### config.mk
export PLATFORM = sky130hd
export DESIGN_NAME = generador_frec
export DESIGN_NICKNAME = d
export VERILOG_FILES = /design/src/rtl/frec_pkg.sv /design/src/rtl/acumulador_fase.sv /design/src/rtl/generador_frec.sv
export SDC_FILE = /design/constraint.sdc
export NUM_CORES = 1
export LEC_CHECK = 0
export CORE_AREA = 2 2 115 117
export DETAILED_ROUTE_END_ITERATION = 8
export DIE_AREA = 0 0 117 119
export DONT_BUFFER_PORTS = 1
export PLACE_DENSITY = 0.8
export SETUP_SLACK_MARGIN = 0.2
export SYNTH_ARGS = -nofsm -noshare
export SYNTH_HDL_FRONTEND = slang
export SYNTH_SLANG_ARGS = --single-unit
### constraint.sdc
create_clock -name clock -period 8.7 [get_ports clock]
set_input_delay 1.305 -clock clock [delete_from_list [all_inputs] [get_ports clock]]
set_output_delay 1.305 -clock clock [all_outputs]
set_load 0.01 [all_outputs]
### src/rtl/frec_pkg.sv
// Shared types and widths for the frequency generator: FSM state encoding
// and the width of the phase accumulator and window cycle counter.
package frec_pkg;

    localparam int unsigned ACC_WIDTH = 32;

    typedef enum logic [1:0] {
        IDLE = 2'd0,
        RUN  = 2'd1,
        DONE = 2'd2
    } state_t;

endpackage

### src/rtl/acumulador_fase.sv
// Phase accumulator: adds step each cycle and strobes toggle on wrap past RESOL,
// spreading toggles evenly across the window.
module acumulador_fase
    import frec_pkg::*;
#(
    parameter int unsigned RESOL = 1000
) (
    input  logic                 clock,
    input  logic                 reset_n,
    input  logic                 clear,
    input  logic [ACC_WIDTH-1:0] step,
    output logic                 toggle
);

    logic [ACC_WIDTH-1:0] acc;
    logic [ACC_WIDTH-1:0] sum;

    // acc < RESOL and step <= RESOL, so sum < 2*RESOL never overflows.
    always_comb begin
        sum    = acc + step;
        toggle = (sum >= ACC_WIDTH'(RESOL));
    end

    always_ff @(posedge clock) begin
        if (!reset_n || clear) begin
            acc <= '0;
        end else if (toggle) begin
            acc <= sum - ACC_WIDTH'(RESOL);
        end else begin
            acc <= sum;
        end
    end

endmodule

### src/rtl/generador_frec.sv
// Emits N evenly spread rising edges on clock_u within a window of RESOL cycles,
// with clamping of N to RESOL/2, abort on enable low, and lock on completion.
module generador_frec
    import frec_pkg::*;
#(
    parameter int unsigned IN_WIDTH = 32,
    parameter int unsigned RESOL    = 1000
) (
    input  logic                clock,
    input  logic                reset_n,
    input  logic                enable,
    input  logic [IN_WIDTH-1:0] in,
    output logic                clock_u,
    output logic                lock,
    output logic                sat,
    output logic [IN_WIDTH-1:0] out
);

    localparam int unsigned          EXT_W = (IN_WIDTH > ACC_WIDTH) ? IN_WIDTH : ACC_WIDTH;
    localparam logic [ACC_WIDTH-1:0] HALF  = ACC_WIDTH'(RESOL / 2);
    localparam logic [ACC_WIDTH-1:0] LAST  = ACC_WIDTH'(RESOL - 1);

    state_t               state;
    logic [ACC_WIDTH-1:0] n_lat;
    logic [ACC_WIDTH-1:0] cnt;
    logic [EXT_W-1:0]     in_ext;
    logic                 sat_next;
    logic [ACC_WIDTH-1:0] n_next;
    logic [ACC_WIDTH-1:0] step;
    logic                 clear;
    logic                 toggle;

    always_comb begin
        in_ext   = EXT_W'(in);
        sat_next = (in_ext > EXT_W'(HALF));
        n_next   = sat_next ? HALF : in_ext[ACC_WIDTH-1:0];
        // Accumulator only advances in RUN; a zero step freezes it elsewhere.
        step     = (state == RUN) ? {n_lat[ACC_WIDTH-2:0], 1'b0} : '0;
        clear    = (state == IDLE);
    end

    acumulador_fase #(
        .RESOL(RESOL)
    ) u_acumulador_fase (
        .clock  (clock),
        .reset_n(reset_n),
        .clear  (clear),
        .step   (step),
        .toggle (toggle)
    );

    always_ff @(posedge clock) begin
        if (!reset_n) begin
            state   <= IDLE;
            clock_u <= 1'b0;
            lock    <= 1'b0;
            sat     <= 1'b0;
            out     <= '0;
            cnt     <= '0;
            n_lat   <= '0;
        end else begin
            case (state)
                IDLE: begin
                    if (enable) begin
                        state <= RUN;
                        n_lat <= n_next;
                        sat   <= sat_next;
                        out   <= '0;
                        cnt   <= '0;
                        lock  <= 1'b0;
                    end
                end
                RUN: begin
                    if (!enable) begin
                        state   <= IDLE;
                        clock_u <= 1'b0;
                    end else begin
                        if (toggle) begin
                            clock_u <= ~clock_u;
                            if (!clock_u) begin
                                out <= out + IN_WIDTH'(1);
                            end
                        end
                        cnt <= cnt + ACC_WIDTH'(1);
                        if (cnt == LAST) begin
                            state <= DONE;
                            lock  <= 1'b1;
                        end
                    end
                end
                DONE: begin
                    clock_u <= 1'b0;
                    if (!enable) begin
                        state <= IDLE;
                        lock  <= 1'b0;
                    end
                end
                default: begin
                    state   <= IDLE;
                    clock_u <= 1'b0;
                    lock    <= 1'b0;
                end
            endcase
        end
    end

endmodule

==> metrics.yaml <==
floorplan.rows: 42
h-tree-depth: 4
io_pins: 70
critical-path-max-stage-delay_ps: 940
wire_per_inst_um: 16.2
fp.dieW_um: 117
final_nets: 1025
yosys_warnings: 0
grt_use_total: 0.276
worstSkewPairLatency_ps: 430
gp_congestion: 0.957
synthArstFlopShare: 0
switchingPower_mw: 0.762
grt_antenna_before_repair: 0
syn_nets: 1054
final_cell_mix: "131 x dfxtp_1, 95 x nor2_1, 80 x nand2_1"
portBuffers: 0
initial_core_util: 0.626
p_int_mw: 1.37
die_area_sq_um: 13900
synthesis.area_per_instance_sq_um: 8.19
n_antenna_cell: 0
synth_seq_cells: 131
drc: 0
first_global_vias: 6575
synth_cell_types: 77
synth-main-ff-cell: "dfxtp_1"
cp_max_fo: 33
cap_violations: 0
placedCellCount: 1112
crit_type: "reg2reg"
critPathLaunchType: "flop"
final_common_cell: "dfxtp_1"
vias: 7001
cts_tree: "built"
grt_pass1_wl_mm: 30.7
slowest_stage: "nor2b_2"
yosysSeqAreaShare: 0.325
fill_cells: 1068
syn_area_sq_um: 8060
ant_nets: 0
synthTopCellsByArea: "dfxtp_1 33%, ha_1 5.3%, and2_1 5.2%, nor2_1 4.5%, xor2_1 4.2%"
path_clk_slew_ps: 60
setup-violations-final: 0
final_hold_viol_count: 0
cts.sinks: 131
pwr-share-comb: 0.346
detail_route.first_pass.iterations: 4
wl_mm: 18.5
cts_buffers: 17
clockBufferDepth: 2
p_leak_nw: 3.27
die_h_um: 119
status: "complete, no violations"
area_growth_pct: 7.73
fin_cells: 1144
cts_resized: 0
drt-initial-drc-count: 427
cts_root_buf: "clkbuf_16"
cp_cell_sequence: "nor2b_2 -> and2_1 -> ha_1 -> a211oi_1 -> o211ai_1 -> a211oi_1 -> nor4b_1 -> or3_1 -> a2111oi_4 -> nand4bb_2 -> or3_1 -> buf_4 -> o21ai_4 -> a2111oi_0 -> mux2i_1"
grt_overflow: 0
viasPerCell: 6.12
holdBufCountCts: 0
syn_inst: 984
drv_slew: 0
pwr-share-clk: 0.350
fin_ws_ps: 2490
worst-path-buf-inv: 1
cts_setup_buffers: 0
hold_class: "reg2reg"
maxSlewHeadroom: 0.280
p_seq_frac: 0.303
cp.arrival_ps: 6500
critPathCaptureType: "flop"
peakVddDrop_mv: 0.226
fmax_mhz: 161
worstMarginPinSlew_ps: 1080
synth_edf_count: 0
critPathRequiredTime_ps: 8990
p_sw_frac: 0.357
final_layout_size_suffix_gt1_frac: 0.0826
min_period_ps: 6210
layout_worst_path_cycle_share: 0.714
clock_skew_ps: 14.7
synth_area_leader_cell: "dfxtp_1"
pre_cts_slack_ps: 2590
synth_top_area_frac: 0.325
power_density_nw_per_um2: 246
critPathTopFamily: "simple AND/OR/NAND/NOR gates"
setup_tns_ps: 0
core_area_sq_um: 12900
rsz0062_at_grt: "false"
grt_max_degree: 41
dpl.hpwl_mm: 13.1
state kept, by name, summed over array words and instances, names as in the netlist:
| name | count |
|---|---|
| cnt | 32 |
| out | 32 |
| n_lat | 31 |
| u_acumulador_fase.acc | 31 |
| state | 2 |
| clock_u | 1 |
| lock | 1 |
| sat | 1 |
cell type report:
type | count | area [sq um] | area share
Clock buffer | 19 | 453 | 0.0522
Clock inverter | 13 | 174 | 0.0200
Inverter | 12 | 45.0 | 0.00519
Multi-Input combinational cell | 786 | 5110 | 0.589
Sequential cell | 131 | 2620 | 0.302
Tap cell | 176 | 220 | 0.0254
Timing Repair Buffer | 7 | 52.6 | 0.00605
through the flow:
stage / power (mW) / instance area, sq um / hold slack (ps) / utilization
3_5_place_dp: 1.39 / 8050 / 439 / 0.626
6_report: 2.14 / 8680 / 450 / 0.674
5_1_grt: 2.25 / 8680 / 457 / 0.674
3_3_place_gp: 1.38 / 8050 / 434 / 0.626
2_1_floorplan: 1.28 / 8060 / 421 / -
4_1_cts: 2.14 / 8680 / 452 / 0.674
final timing paths:
path,start,endpoint,slack (ps),depth (start not counted)
setup reg to reg,state[0],out[14],2490,15
setup / recovery,state[0],out[14],2490,15
hold / removal,n_lat[23],n_lat[23],450,1
hold reg to reg,n_lat[23],n_lat[23],450,1
cell families (layout without fill, tap and decap cells):
logic type / count (synthesis) / count (layout) / synth area share
AND/OR/NAND/NOR: 431 / 431 / 0.280
AO/OA/AOI/OAI: 236 / 236 / 0.205
flip-flops: 131 / 131 / 0.325
XOR/XNOR: 71 / 71 / 0.0772
buffers and inverters: 67 / 51 / 0.0410
adder cells (fa/ha/maj): 35 / 35 / 0.0553
multiplexers: 13 / 13 / 0.0163
worst register-to-register path: stages (launching register included):
cell and delay [ps]:
dfxtp_1 530, nor2b_2 940, and2_1 240, ha_1 280, a211oi_1 330, o211ai_1 170
a211oi_1 430, nor4b_1 110, or3_1 390, a2111oi_4 420, nand4bb_2 190, or3_1 700
buf_4 310, o21ai_4 590, a2111oi_0 270, mux2i_1 170
cells in the mapped netlist, drive strengths merged, types with 32 or more instances:
cell type	instances
dfxtp	131
nor2	96
nand2	80
a21oi	73
and2	68
o21ai	50
xor2	39
nand3	37
ha	34
or3	33
clkbuf	32
xnor2	32
power groups by stage:
stage	Sequential [mW]	Combinational, mW	Clock (mW)
2_1_floorplan	0.653	0.623	0
3_3_place_gp	0.659	0.720	0
3_5_place_dp	0.659	0.730	0
4_1_cts	0.647	0.733	0.758
5_1_grt	0.649	0.817	0.784
6_report	0.647	0.740	0.749
routing by layer:
layer  vias up  GRT usage  wire length, um
li1       3508          -                -
met1      3269      0.343             8180
met2       182      0.444             8790
met3        42     0.0865             1160
met4         0      0.105              408
met5         -          0                0
Power figures use the tool's default switching activity.
